$ cat src/rtl/sigma_bus_arbiter.sv
// rtl/sigma_bus_arbiter.sv - round-robin slave bus arbiter with in-order read response routing
// Optional: SIGMA_ARB_UDM_PRIO_EN lets master 0 (UDM) win whenever no grant is held.
module sigma_bus_arbiter #(
    parameter int NUM_REQ    = 3,
    parameter int RESP_DEPTH = 4
) (
    input  logic                   clk_i,
    input  logic                   rst_i,
    input  logic [NUM_REQ-1:0]     req_i,
    input  logic [NUM_REQ-1:0]     we_i,
    input  logic [NUM_REQ*32-1:0]  addr_bi,
    input  logic [NUM_REQ*4-1:0]   be_bi,
    input  logic [NUM_REQ*32-1:0]  wdata_bi,
    output logic [NUM_REQ-1:0]     ack_o,
    output logic [NUM_REQ-1:0]     resp_o,
    output logic [31:0]            rdata_bo,
    output logic                   req_o,
    output logic                   we_o,
    output logic [31:0]            addr_bo,
    output logic [3:0]             be_bo,
    output logic [31:0]            wdata_bo,
    input  logic                   ack_i,
    input  logic                   resp_i,
    input  logic [31:0]            rdata_bi,
    output logic                   err_o
);

    localparam int IDW = (NUM_REQ > 1) ? $clog2(NUM_REQ) : 1;
    localparam int PW  = (RESP_DEPTH > 1) ? $clog2(RESP_DEPTH) : 1;

    logic [IDW-1:0] rr_ptr;
    logic           hold;
    logic [IDW-1:0] held_idx;
    logic [IDW-1:0] fifo_mem [RESP_DEPTH];
    logic [PW-1:0]  wr_ptr;
    logic [PW-1:0]  rd_ptr;
    logic [PW:0]    cnt;

    logic [IDW-1:0] rr_sel;
    logic [IDW-1:0] cand;
    logic           found;
    logic [IDW-1:0] g;
    logic [IDW-1:0] next_ptr;
    logic [IDW-1:0] head;
    logic           full;
    logic           accept;
    logic           push;
    logic           pop;

    function automatic logic [IDW-1:0] wrap_add(input logic [IDW-1:0] base, input int off);
        int s;
        s = int'(base) + off;
        if (s >= NUM_REQ) s = s - NUM_REQ;
        return s[IDW-1:0];
    endfunction

    // Round-robin scan starting at rr_ptr; first requester found wins.
    always_comb begin
        rr_sel = rr_ptr;
        cand   = '0;
        found  = 1'b0;
        for (int i = 0; i < NUM_REQ; i++) begin
            cand = wrap_add(rr_ptr, i);
            if (!found && req_i[cand]) begin
                rr_sel = cand;
                found  = 1'b1;
            end
        end
    end

    // A stalled grant is never pre-empted, even by the debug master.
    always_comb begin
        if (hold) begin
            g = held_idx;
        end else begin
`ifdef SIGMA_ARB_UDM_PRIO_EN
            if (req_i[0]) g = '0;
            else          g = rr_sel;
`else
            g = rr_sel;
`endif
        end
    end

    assign full     = (cnt == (PW+1)'(RESP_DEPTH));
    assign req_o    = !rst_i && (|req_i) && !full;
    assign we_o     = req_o & we_i[g];
    assign addr_bo  = req_o ? addr_bi[int'(g)*32 +: 32]  : '0;
    assign be_bo    = req_o ? be_bi[int'(g)*4 +: 4]      : '0;
    assign wdata_bo = req_o ? wdata_bi[int'(g)*32 +: 32] : '0;
    assign rdata_bo = rdata_bi;

    assign accept   = req_o & ack_i;
    assign push     = accept & ~we_o;
    assign pop      = !rst_i && resp_i && (cnt != '0);
    assign head     = fifo_mem[rd_ptr];
    assign next_ptr = (g == IDW'(NUM_REQ-1)) ? '0 : g + IDW'(1);

    always_comb begin
        ack_o  = '0;
        resp_o = '0;
        if (accept) ack_o[g]   = 1'b1;
        if (pop)    resp_o[head] = 1'b1;
    end

    always_ff @(posedge clk_i) begin
        if (push) fifo_mem[wr_ptr] <= g;
    end

    always_ff @(posedge clk_i) begin
        if (rst_i) begin
            rr_ptr   <= '0;
            hold     <= 1'b0;
            held_idx <= '0;
            wr_ptr   <= '0;
            rd_ptr   <= '0;
            cnt      <= '0;
            err_o    <= 1'b0;
        end else begin
            if (accept) begin
                rr_ptr <= next_ptr;
                hold   <= 1'b0;
            end else if (req_o) begin
                hold     <= 1'b1;
                held_idx <= g;
            end
            if (push) wr_ptr <= wr_ptr + PW'(1);
            if (pop)  rd_ptr <= rd_ptr + PW'(1);
            if (push && !pop)      cnt <= cnt + (PW+1)'(1);
            else if (pop && !push) cnt <= cnt - (PW+1)'(1);
            // Responses with nothing outstanding (including ones lost to a reset) are sticky errors.
            if (resp_i && (cnt == '0)) err_o <= 1'b1;
        end
    end

endmodule

$ cat config.mk
export PLATFORM = sky130hd
export DESIGN_NAME = sigma_bus_arbiter
export DESIGN_NICKNAME = d
export VERILOG_FILES = /design/src/rtl/sigma_bus_arbiter.sv
export SDC_FILE = /design/constraint.sdc
export NUM_CORES = 1
export LEC_CHECK = 0
export CORE_AREA = 5 5 135 137
export DETAILED_ROUTE_END_ITERATION = 12
export DIE_AREA = 0 0 140 142
export GPL_TIMING_DRIVEN = 0
export PLACE_DENSITY = 0.73
export SYNTH_ARGS = -nofsm -noshare
export SYNTH_HDL_FRONTEND = slang
export SYNTH_SLANG_ARGS = --single-unit
$ cat constraint.sdc
create_clock -name clk_i -period 3.95 [get_ports clk_i]
set_input_delay 0.5925 -clock clk_i [delete_from_list [all_inputs] [get_ports clk_i]]
set_output_delay 0.5925 -clock clk_i [all_outputs]
set_load 0.01 [all_outputs]
Word-level counts from Yosys, hierarchy flattened
Memory sizes are Yosys's and may differ from the RTL's. A register that Yosys moved wholly into a read port is not among the register bits.
Index checks and enable logic that the tools add are counted.
- add/sub/neg operators: 10
- magnitude comparators: 10
- equal/unequal tests: 2
- shifts and indexed selects: 3
- muxes and demuxes: 33
- bitwise gates (word level): 5
- reductions and logical operators: 23
- operators with widths (operator ; number):
    96-bit by 8-bit variable part select with 32-bit output ; 2
    32-bit 2-to-1 mux ; 2
    2-bit 2-to-1 mux ; 10
    2-bit by 3-bit < comparator with 1-bit output (second input constant) ; 5
    3-bit 2-to-1 mux ; 4
    12-bit by 5-bit variable part select with 4-bit output ; 1
    1-bit logical AND ; 11
    1-bit 2-to-1 mux ; 10
    1-bit binary-select mux with 2-bit select ; 4
    2-bit by 1-bit adder with 2-bit output (second input constant) ; 3
    3-bit by 2-bit greater-or-equal comparator with 1-bit output (second input constant) ; 2
    1-bit zero test ; 6
    2-bit subtractor (second input constant) ; 3
    1-bit demux with 2-bit select ; 2
    2-bit by 1-bit greater-or-equal comparator with 1-bit output (second input constant) ; 2
    4-bit 2-to-1 mux ; 1
    2-bit by 1-bit adder with 3-bit output (second input constant) ; 1
    2-bit by 2-bit adder with 3-bit output (second input constant) ; 1
    3-bit by 1-bit adder with 3-bit output (second input constant) ; 1
    1-bit AND ; 3
    3-bit equality test (second input constant) ; 1
    3-bit zero test ; 1
    3-bit nonzero test ; 1
    3-bit OR reduction ; 1
    other kinds (7) ; 8
- register bits: 13
- RAM bits: 8
- bits of input ports: 246
- word-level logic and storage cells: 94
- memories kept: 1
- memories (name ; depth ; bits a word ; rd ports ; clocked after memory_dff ; write ports ; line ; text):
    fifo_mem ; 4 ; 2 ; 1 ; 1 ; 1 ; 34 ; logic [IDW-1:0] fifo_mem [RESP_DEPTH];

Logic depth before layout (Yosys ltp)
Gate-level depths: netlist (run 1).
- depth in word-level cells: 21
- gate-level depth with buffers: 17

Worst setup path after synthesis (run 1)
OpenSTA, ideal clock, no wires.
- path kind: register to register
- start: register rr_ptr[0]
- end: register cnt[2]
- setup time: 0.071 ns
- arrival time: 3.550 ns
- required time: 3.879 ns
- path slack: 0.330 ns
- stages on the path, launching flop included: 16
- clock period less this slack: 3.620 ns
- cell sequence: dfxtp_1 -> inv_1 -> ha_1 -> mux2_4 -> a221oi_4 -> a22oi_2 -> o211a_4 -> or4_4 -> and2_4 -> inv_2 -> ha_1 -> inv_1 -> fa_1 -> xor2_1 -> or3_1 -> a21oi_1
- longest elaborated chain between the ends: 20
- ends and longest elaborated chain (element ; line ; text):
    start, declared ; 31 ; logic [IDW-1:0] rr_ptr;
    start signal, assigned ; 121 ; rr_ptr <= next_ptr;
    parallel branches: the longest is 10 deep, another holds 2-bit by 1-bit adder with 3-bit output ; -- ;
    2-bit 2-to-1 mux (*) ; 64 ; if (!found && req_i[cand]) begin
    2-bit 2-to-1 mux (*) ; 73 ; if (hold) begin
    1-bit binary-select mux with 2-bit select (*) ; 87 ; assign we_o = req_o & we_i[g];
    1-bit 2-to-1 mux (implied by the code) (*) ; 87 ;
    1-bit AND (*) ; 87 ;
    1-bit inverter (*) ; 94 ; assign push = accept & ~we_o;
    1-bit AND (*) ; 94 ;
    net push ; 47 ; logic push;
    1-bit zero test ; 130 ; else if (pop && !push) cnt <= cnt - (PW+1)'(1);
    1-bit logical AND ; 130 ;
    2-bit nonzero test (no source line) ; -- ;
    end signal, assigned ; 129 ; if (push && !pop) cnt <= cnt + (PW+1)'(1);
    end signal, assigned ; 130 ;
    end, declared ; 37 ; logic [PW:0] cnt;
Mark *: on every way through the listed nets, which the timed path passes. The select of a mux whose other input is x is not followed.
A chain may end at the register's enable or synchronous reset.

Worst setup path in the final report (run 1)
- start: input port req_i[0]
- end: output port addr_bo[5]
- longest elaborated chain between the ends: 12
- ends and longest elaborated chain (element ; line ; text):
    start, declared ; 9 ; input logic [NUM_REQ-1:0] req_i,
    1-bit binary-select mux with 2-bit select ; 64 ;
    1-bit 2-to-1 mux (implied by the code) ; 64 ;
    1-bit 2-to-1 mux ; 64 ;
    1-bit zero test ; 64 ;
    1-bit logical AND ; 64 ;
    1-bit 2-to-1 mux ; 64 ;
    1-bit zero test ; 64 ;
    1-bit logical AND ; 64 ;
    2-bit 2-to-1 mux ; 64 ;
    2-bit 2-to-1 mux ; 73 ;
    96-bit by 8-bit variable part select with 32-bit output ; 88 ; assign addr_bo = req_o ? addr_bi[int'(g)*32 +: 32] : '0;
    32-bit 2-to-1 mux (*) ; 88 ;
    end, declared ; 19 ; output logic [31:0] addr_bo,
Every way passes the cells marked *; elsewhere a longest branch is shown, timed or not. The select of a mux whose other input is x is not followed.

==> results of run 1 <==
-- path summary, 6_finish.rpt --
path	end	slack, ps	cells after the start
min	err_o$_SDFFE_PP0P_	470	2
max reg2reg	cnt[2]$_SDFFE_PP0P_	190	15
max	addr_bo[5]	100	11
min reg2reg	err_o$_SDFFE_PP0P_	470	2
-- state kept, by name (all words and copies together) (netlist names), named ones only --
signal,count
rr_ptr,2
cnt,3
rd_ptr,2
fifo_mem,8
err_o,1
wr_ptr,2
held_idx,2
hold,1
-- metal layers --
metal	up-vias	track usage (%)	wire [um]
met5	-	0	0
li1	2147	-	-
met2	238	29.88	9303
met4	0	3.723	339
met3	21	4.671	1671
met1	2063	19.06	6901
-- critical path, cell delays in order --
cell	delay, ps
clkdlybuf4s50_1	490
mux2_4	330
a221oi_4	250
a22oi_2	120
o211a_4	280
buf_12	160
buf_12	160
mux2_4	310
a22oi_2	180
nor2_1	60
dlygate4sd2_1	310
-- repair_timing --
| action | CTS | global route |
|---|---|---|
| pin swaps | 5 | 5 |
| setup buffers | 3 | 7 |
| setup endpoints to repair | 74 | 15 |
| gates resized for setup | 92 | 8 |
-- power groups by stage --
stage | registers, uW | logic (uW) | clock network (uW)
CTS | 347 | 3550 | 222
detailed placement | 349 | 3630 | 0
global route | 354 | 3810 | 230
finish | 347 | 3560 | 217
floorplan | 340 | 2370 | 0
global placement | 347 | 3610 | 0
-- synth_stat cells, types with 4 or more instances --
cell type and number:
nor2_1 77, nor3_1 4, o21ai_0 6, inv_1 11, nand3b_1 4, buf_2 11, nand2_1 9, buf_12 7
and2_1 5, edfxtp_1 8, mux2_4 68, a21oi_1 4, ha_1 9, buf_4 33, clkbuf_1 12, a22oi_2 68
nor2b_1 7, buf_6 4, dfxtp_1 15
-- cell families (layout without fill, tap and decap cells) --
family | Yosys count | count (layout) | share of synthesized area, %
muxes | 74 | 74 | 27.17
DFF | 23 | 23 | 13.26
buffers and inverters | 80 | 415 | 14.28
xor gates and xnor gates | 4 | 4 | 0.8598
AOI/OAI and AO/OA | 96 | 96 | 26.53
and+or+nand+nor | 126 | 126 | 14.65
adders and majority gates | 10 | 10 | 3.255
-- metrics by stage --
stage	setup slack [ps]	cells	total power (uW)	hold slack, ps	utilization [%]
3_3_place_gp	-428.1	959	3953	448.3	44.70
2_1_floorplan	329.6	413	2714	453.9	-
4_1_cts	5.030	966	4122	476.7	45.26
6_report	102.1	973	4129	474.0	45.68
3_5_place_dp	-441.4	959	3976	459.9	44.70
5_1_grt	-6.133	973	4396	513.1	45.68
-- final cells by class --
type	count	share of cell area, %
well taps	225	3.639
clock buffers	3	0.9704
inverters	12	0.6308
plain buffers	68	7.359
repair buffers	331	41.45
clock inverters	1	0.06469
flip-flops and latches	23	7.003
multi-input cells	310	38.88
==> summary.md, run 1 <==
| Metric | Value |
|---|---|
| Status | `completed` |
| Skew final | `2.182 ps` |
| Gate power share | `86.3%` |
| Syn_area_per_cell | `9.867 um2` |
| Worst setup SP type | `input port` |
| Synthesized area | `0.004075 mm2` |
| Vias in the first global route | `4529` |
| Post-synth cell types | `53` |
| Final period util | `97.42%` |
| Post-synth top area cell | `mux2_4` |
| Post-synth top area share | `25.05%` |
| Worst Path Class, Setup | `in -> out` |
| Area grow syn2layout | `89.84%` |
| I/O pin total | `355` |
| Critical path fanouts, max | `10` |
| Most common cell after layout, fill and taps aside | `clkdlybuf4s50_1` |
| Layout cells sized above 1 | `30.75%` |
| Diode count | `0` |
| Clock Power Share | `5.3%` |
| CP startpoint | `req_i[0]` |
| Max Clk Rate | `259.9 MHz` |
| Final setup TNS | `0 ps` |
| Die ar. | `0.01988 mm2` |
| Pint | `2343 uW` |
| Final count of hold timing violations | `0` |
| Cells after synthesis | `413` |
| Area contributors post-synth | `mux2_4 (25%), a22oi_2 (21%), dfxtp_1 (7.4%)` |
| Starting density of the core | `24.06%` |
| Number of setup violations in the final report | `0` |
| Synth Net Count | `669` |
| Area of the multi-input gates | `0.003008 mm2` |
| Worst hold path type | `reg -> reg` |
| Power per cell area | `533.7 mW/mm2` |
| Lkg Pwr | `0.003403 uW` |
| Num CTS Buffers | `3` |
| Die span in x | `140 um` |
| Vias per inst | `4.593` |
| EDFF count, synth | `8` |
| Root Buffer | `clkbuf_16` |
| Largest net degree at the start of global routing | `14` |
| CP required | `3360 ps` |
| Clk sinks | `23` |
| Crit path DAT | `3260 ps` |
| Site Rows | `48` |
| Worst-skew pair later-pin latency | `250 ps` |
| Synth warn | `0` |
| Total routing usage reported by global routing | `16.37%` |
| Most frequent cells in the layout | `clkdlybuf4s50_1 (250), nor2_1 (76), dlygate4sd2_1 (69)` |
| Post-Route WL | `18210 um` |
| Max Cap Viol | `0` |
| Core box area | `0.01694 mm2` |
| GRT overflow | `0` |
| Maximum VDD drop | `0.2627 mV` |
| Via count | `4469` |
| Seq cells post-synth | `23` |
| Initial DRC count | `131` |
| DRC | `0` |
| Post-DP HPWL | `15510 um` |
| Critical Path End Type | `output pin` |
| Initial antenna violation count | `0` |
| Slew Limit Headroom | `54.61%` |
| Asr flop ratio synth | `0%` |
| Drt first pass iters | `4` |
| Die H | `142 um` |
| Post-DRT Antenna Nets | `0` |
| Worst-Margin Slew | `680.8 ps` |
| Final instance area | `0.007736 mm2` |
| Sw Ratio | `43.25%` |
| Clock slew at reported path FFs | `60 ps` |
| # fillers | `1674` |
| Register Area | `541.8 um2` |
| Part of the power in registers | `8.4%` |
| Total Nets Final | `1005` |
| CTS max path bufs | `2` |
| Minimum clock period | `3848 ps` |
| # port buffers | `321` |
| Prevailing post-synth register cell | `dfxtp_1` |
| Max-slew violations | `0` |
| First-pass GRT wire length | `25540 um` |
| Hold Path Origin | `err_o$_SDFFE_PP0P_` |
| CTS tree | `built` |
| Worst r2r src | `rr_ptr[0]$_SDFFE_PP0P_` |
| Register area share after synthesis | `13.26%` |
| WL/cell | `18.72 um` |
| Sw Pwr | `1786 uW` |
| Cts hold-fix bufs | `0` |
| H-tree levels | `1` |
| Post-placement cell area | `0.007570 mm2` |
| GPL Wtd Cong | `0.8071` |
Note: power is estimated with default switching activity, not from simulation.
==> inputs of run 2 (changes only) <==
==> config.mk (replaced) <==
export PLATFORM = sky130hd
export DESIGN_NAME = sigma_bus_arbiter
export DESIGN_NICKNAME = d
export VERILOG_FILES = /design/src/rtl/sigma_bus_arbiter.sv
export SDC_FILE = /design/constraint.sdc
export NUM_CORES = 1
export LEC_CHECK = 0
export CORE_AREA = 2 2 136 138
export DETAILED_ROUTE_END_ITERATION = 12
export DIE_AREA = 0 0 138 140
export GPL_TIMING_DRIVEN = 0
export PLACE_DENSITY = 0.7
export SETUP_SLACK_MARGIN = 0.5
export SYNTH_ARGS = -nofsm -noshare
export SYNTH_HDL_FRONTEND = slang
export SYNTH_SLANG_ARGS = --single-unit
==> summary.md, run 2 (same netlist as run 1, synthesis figures left out) <==
| Metric | Value |
|---|---|
| Clk sinks | `23 (unchanged)` |
| Total Nets Final | `1027 (+2.2%)` |
| Vias per inst | `4.538 (-1.2%)` |
| Number of setup violations in the final report | `0 (unchanged)` |
| H-tree levels | `1 (unchanged)` |
| Post-DP HPWL | `14810 um (-4.5%)` |
| Worst hold path type | `reg -> reg` |
| Top reg by flops | `fifo_mem` |
| Maximum VDD drop | `0.2742 mV (+4.4%)` |
| Max Clk Rate | `279.0 MHz (+7.4%)` |
| Most common cell after layout, fill and taps aside | `clkdlybuf4s50_1` |
| Largest register FFs | `8 (unchanged)` |
| Final period util | `90.74% (-6.7 points)` |
| Critical path fanouts, max | `5 (-5)` |
| Setup Slack @ Placement | `-513.5 ps (-72.14 ps)` |
| CTS max path bufs | `2 (unchanged)` |
| Vias in the first global route | `4889 (+7.9%)` |
| Starting density of the core | `22.92% (-1.1 points)` |
| Initial antenna violation count | `0 (unchanged)` |
| DRC | `0 (unchanged)` |
| Most frequent cells in the layout | `clkdlybuf4s50_1 (246), buf_2 (75), mux2_4 (69), a22oi_2 (69), nor2_1 (67)` |
| Final setup TNS | `0 ps (unchanged)` |
| Die ar. | `0.01932 mm2 (-2.8%)` |
| Layout cells sized above 1 | `44.81% (+14 points)` |
| Die span in x | `138 um (-1.4%)` |
| Root Buffer | `clkbuf_16` |
| Clock slew at reported path FFs | `60 ps (about the same)` |
| WL/cell | `18.18 um (-2.9%)` |
| CP required | `3360 ps (about the same)` |
| Power per cell area | `586.2 mW/mm2 (+9.8%)` |
| Num CTS Buffers | `3 (unchanged)` |
| Lkg Pwr | `0.003461 uW (+1.7%)` |
| Overall Power | `4671 uW (+13%)` |
| Post-Route WL | `18160 um (-0.31%)` |
| Sw Pwr | `1956 uW (+9.5%)` |
| Post-placement cell area | `0.007594 mm2 (+0.31%)` |
| Part of the power in registers | `7.4% (-1.0 points)` |
| Clock Power Share | `4.7% (-0.6 points)` |
| Total routing usage reported by global routing | `17.82% (+1.5 points)` |
| Post-layout util | `44.81% (-0.86 points)` |
| Worst Path Class, Setup | `reg -> out` |
| Final worst slack | `365.6 ps (+263.5 ps)` |
| Minimum clock period | `3584 ps (-263.5 ps)` |
| Max-slew violations | `0 (unchanged)` |
| Area grow syn2layout | `95.52%` |
| Skew final | `2.284 ps (+0.1024 ps)` |
| Worst setup SP type | `flip-flop` |
| Final count of hold timing violations | `0 (unchanged)` |
| Site Rows | `49 (+2.1%)` |
| Final instance area | `0.007968 mm2 (+3.0%)` |
| Via count | `4533 (+1.4%)` |
| Biggest regs | `fifo_mem (8), cnt (3)` |
| First-pass GRT wire length | `27370 um (+7.2%)` |
| Die H | `140 um (-1.4%)` |
| Slew Limit Headroom | `65.86% (+11 points)` |
| GRT overflow | `0 (unchanged)` |
| Max Cap Viol | `0 (unchanged)` |
| Gate power share | `87.9% (+1.6 points)` |
| Diode count | `0 (unchanged)` |
| # port buffers | `321 (unchanged)` |
| Cts hold-fix bufs | `0 (unchanged)` |
| Sw Ratio | `41.88% (-1.4 points)` |
| Worst-Margin Slew | `512.1 ps (-168.7 ps)` |
| I/O pin total | `355 (unchanged)` |
| Worst-skew pair later-pin latency | `260 ps (about the same)` |
| Core box area | `0.01778 mm2 (+5.0%)` |
| GPL Wtd Cong | `0.8229 (+2.0%)` |
| Drt first pass iters | `4 (unchanged)` |
| Post-DRT Antenna Nets | `0 (unchanged)` |
| CTS tree | `built` |
| Status | `completed` |
| Pint | `2715 uW (+16%)` |
| Initial DRC count | `141 (+7.6%)` |
| RSZ-0062 raised after global routing | `true` |
| Crit path DAT | `2990 ps (-270 ps)` |
| Critical Path End Type | `output pin` |
| Largest net degree at the start of global routing | `14 (unchanged)` |
==> run 2: critical path, cell delays in order, from the launching register on <==
cell and delay (ps):
dfxtp_4 360, inv_4 40, ha_4 280, mux2_4 320, a221oi_4 260, a22oi_2 110, o211a_4 280, buf_12 130
buf_16 140, buf_12 130, mux2_4 310, a22oi_2 150, nor2_2 70, buf_2 160
==> run 2: timing repair <==
action,CTS,global route
resized for setup,330,27
cloned,5,0
setup buffers,18,9
pin swaps,21,26
endpoints found under the setup margin,75,74
==> run 2: cell type report <==
type	instances	area [um2]
Fill cell	1744	9812
Timing Repair Buffer	353	3264
Multi-Input combinational cell	310	3136
Buffer	68	608.1
Sequential cell	23	545.5
Tap cell	229	286.5
Clock buffer	3	75.07
Inverter	12	47.55
Clock inverter	1	5.005
==> run 2: worst paths after layout <==
| kind | depth (start not counted) | startpoint | slack [ps] | to |
|---|---|---|---|---|
| hold / removal | 2 | err_o$_SDFFE_PP0P_ | 470 | err_o$_SDFFE_PP0P_ |
| hold reg to reg | 2 | err_o$_SDFFE_PP0P_ | 470 | err_o$_SDFFE_PP0P_ |
| setup reg to reg | 17 | rr_ptr[0]$_SDFFE_PP0P_ | 460 | cnt[2]$_SDFFE_PP0P_ |
| setup / recovery | 13 | rr_ptr[0]$_SDFFE_PP0P_ | 370 | wdata_bo[29] |
==> run 2: power by group through the flow <==
stage | logic [uW] | clock network (uW) | registers [uW]
after floorplan | 2390 | 0 | 344
after global placement | 3620 | 0 | 351
after detailed placement | 3640 | 0 | 352
after CTS | 3960 | 221 | 346
after global routing | 4390 | 231 | 356
final | 4110 | 218 | 347
==> run 2: metal layers <==
| metal | GRT usage, % | vias to the layer above | wire [um] |
|---|---|---|---|
| met2 | 33.27 | 225 | 9441 |
| met3 | 4.000 | 19 | 1275 |
| met1 | 21.14 | 2105 | 7137 |
| met4 | 2.954 | 0 | 303 |
| li1 | - | 2184 | - |
| met5 | 0 | - | 0 |
==> run 2: per-stage QoR <==
| stage | cells | hold WS [ps] |
|---|---|---|
| detailed placement | 963 | 459.3 |
| CTS | 990 | 474.3 |
| floorplan | 413 | 453.9 |
| global placement | 963 | 456.6 |
| finish | 999 | 468.0 |
| global route | 999 | 506.8 |
==> inputs of run 3 (changes only) <==
==> constraint.sdc (replaced) <==
create_clock -name clk_i -period 3.95 [get_ports clk_i]
set_input_delay 0.9875 -clock clk_i [delete_from_list [all_inputs] [get_ports clk_i]]
set_output_delay 0.9875 -clock clk_i [all_outputs]
set_load 0.01 [all_outputs]
==> summary.md, run 3 (same netlist as run 1, synthesis figures left out) <==
| Metric | Value |
|---|---|
| Status | `finished with violations` |
| Failing checks | `setup timing` |
| Initial DRC count | `124 (-12%)` |
| Max-slew violations | `0 (unchanged)` |
| CTS tree | `built` |
| Max Clk Rate | `241.5 MHz (-13%)` |
| Slew Limit Headroom | `56.37% (-9.5 points)` |
| Top reg by flops | `fifo_mem` |
| Worst-Margin Slew | `654.5 ps (+142.4 ps)` |
| Die ar. | `0.01932 mm2 (unchanged)` |
| Root Buffer | `clkbuf_16` |
| Reg-to-reg slack, setup | `50 ps (-410 ps)` |
| Final instance area | `0.008431 mm2 (+5.8%)` |
| Crit path DAT | `3150 ps (+160 ps)` |
| # port buffers | `321 (unchanged)` |
| Via count | `4642 (+2.4%)` |
| Layout cells sized above 1 | `48.99% (+4.2 points)` |
| Number of setup violations in the final report | `61 (+61)` |
| Final worst slack | `-190.3 ps (-555.9 ps)` |
| Largest net degree at the start of global routing | `14 (unchanged)` |
| Post-DP HPWL | `14830 um (+0.15%)` |
| Vias in the first global route | `4813 (-1.6%)` |
| GPL Wtd Cong | `0.8230 (about the same)` |
| I/O pin total | `355 (unchanged)` |
| Final count of hold timing violations | `0 (unchanged)` |
| Clk sinks | `23 (unchanged)` |
| Hold Path Origin | `err_o$_SDFFE_PP0P_` |
| First-pass GRT wire length | `27280 um (-0.33%)` |
| Critical Path End Type | `output pin` |
| Die H | `140 um (unchanged)` |
| DRC | `0 (unchanged)` |
| Starting density of the core | `22.92% (unchanged)` |
| CP max stage delay | `290 ps (-70 ps)` |
| Minimum clock period | `4140 ps (+555.9 ps)` |
| Biggest regs | `fifo_mem (8), cnt (3)` |
| Post-Route WL | `18690 um (+2.9%)` |
| # fillers | `1722 (-1.3%)` |
| GRT overflow | `0 (unchanged)` |
| Worst Path Class, Setup | `in -> out` |
| Lkg Pwr | `0.003670 uW (+6.0%)` |
| WHS | `478.1 ps (+10.14 ps)` |
| Crit-path slowest cell | `mux2_4` |
| Cts hold-fix bufs | `0 (unchanged)` |
| Area of the multi-input gates | `0.003166 mm2 (+0.96%)` |
| Largest register FFs | `8 (unchanged)` |
| H-tree levels | `1 (unchanged)` |
| Core box area | `0.01778 mm2 (unchanged)` |
| CP required | `2960 ps (-400 ps)` |
| Skew final | `3.378 ps (+1.094 ps)` |
| Total Nets Final | `1049 (+2.1%)` |
| Worst-skew pair later-pin latency | `250 ps (about the same)` |
| Critical-path cell list | `buf_8 -> mux2_4 -> a221oi_4 -> a22oi_2 -> o211a_4 -> buf_12 -> buf_12 -> buf_16 -> buf_6 -> mux2_4 -> a22oi_2 -> nor2_1 -> buf_2` |
| Critical path fanouts, max | `8 (+3)` |
| Power per cell area | `612.3 mW/mm2 (+4.4%)` |
| Register Area | `541.8 um2 (-0.69%)` |
| RSZ-0062 raised after global routing | `true` |
| Clock slew at reported path FFs | `60 ps (about the same)` |
| Worst hold path type | `reg -> reg` |
| CP startpoint | `req_i[0]` |
| Area grow syn2layout | `106.9%` |
| Max Cap Viol | `0 (unchanged)` |
| Final period util | `104.8% (+14 points)` |
| CTS max path bufs | `2 (unchanged)` |
| Total routing usage reported by global routing | `17.84% (about the same)` |
| Vias per inst | `4.547 (+0.20%)` |
| Maximum VDD drop | `0.2677 mV (-2.4%)` |
| Post-placement cell area | `0.007669 mm2 (+0.99%)` |
| Most common cell after layout, fill and taps aside | `clkdlybuf4s50_1` |
| Diode count | `0 (unchanged)` |
| Post-layout util | `47.42% (+2.6 points)` |
| Setup Slack @ Placement | `-1293 ps (-779.9 ps)` |
| Num CTS Buffers | `3 (unchanged)` |
| WL/cell | `18.30 um (+0.70%)` |
| Drt first pass iters | `4 (unchanged)` |
| Worst r2r src | `rr_ptr[0]$_SDFFE_PP0P_` |
| Post-DRT Antenna Nets | `0 (unchanged)` |
| Initial antenna violation count | `0 (unchanged)` |
| Die span in x | `138 um (unchanged)` |
| Buf+Inv Stages, Crit Path | `6 (+1)` |
| Cell family with the largest share of critical-path delay | `buffers and inverters` |
| Worst setup SP type | `input port` |
| Site Rows | `49 (unchanged)` |
| Most frequent cells in the layout | `clkdlybuf4s50_1 (242), buf_2 (75), mux2_4 (69), a22oi_2 (69), nor2_1 (60)` |
[run 3: worst min-delay path: cells and delay by family, from the launching register on]
family / cells / cell delay [ps]
flip-flops: 1 / 330
AO/OA/AOI/OAI: 1 / 50
AND/OR/NAND/NOR: 1 / 70
[run 3: report_power, final]
part	leakage (uW)	switching, uW	internal (uW)
logic	0.00343	1930	2660
clock network	0.0000409	83.5	136
registers	0.000196	44.7	305
total	0.00367	2060	3100
[run 3: path summary, 6_finish.rpt]
check | endpoint | cells after the start
setup reg to reg | cnt[2]$_SDFFE_PP0P_ | 17
hold reg to reg | err_o$_SDFFE_PP0P_ | 2
hold / removal | err_o$_SDFFE_PP0P_ | 2
setup / recovery | addr_bo[18] | 13
[run 3: cell type report]
type	count	share of cell area (%)
timing repair buffer	375	42.37
multi-input combinational	310	37.55
buffer	68	8.697
sequential	23	6.426
tap	229	3.399
clock buffer	3	0.8905
inverter	12	0.6085
clock inverter	1	0.05936
[run 3: metrics by stage]
stage,setup TNS [ps],cells,power (uW)
after floorplan,0,413,2792
after global placement,-83640,963,4014
after detailed placement,-82340,963,4039
after CTS,-5799,1010,4973
after global routing,-11430,1021,5475
final,-6142,1021,5162
[run 3: layer usage]
| metal | routed length [um] | GRT usage, % | vias up |
|---|---|---|---|
| met1 | 7384 | 20.75 | 2192 |
| met3 | 1142 | 3.350 | 2 |
| met5 | 0 | 0 | - |
| met2 | 10150 | 35.36 | 214 |
| li1 | - | - | 2234 |
| met4 | 5 | 0.8056 | 0 |
[run 3: repair_timing]
action                                 4_1_cts  5_1_grt
pin swaps                                   19       28
setup endpoints to repair                   79       77
setup buffers                               37        8
cloned                                       6        3
resized for setup                          399       30
endpoints found under the hold margin        0        0
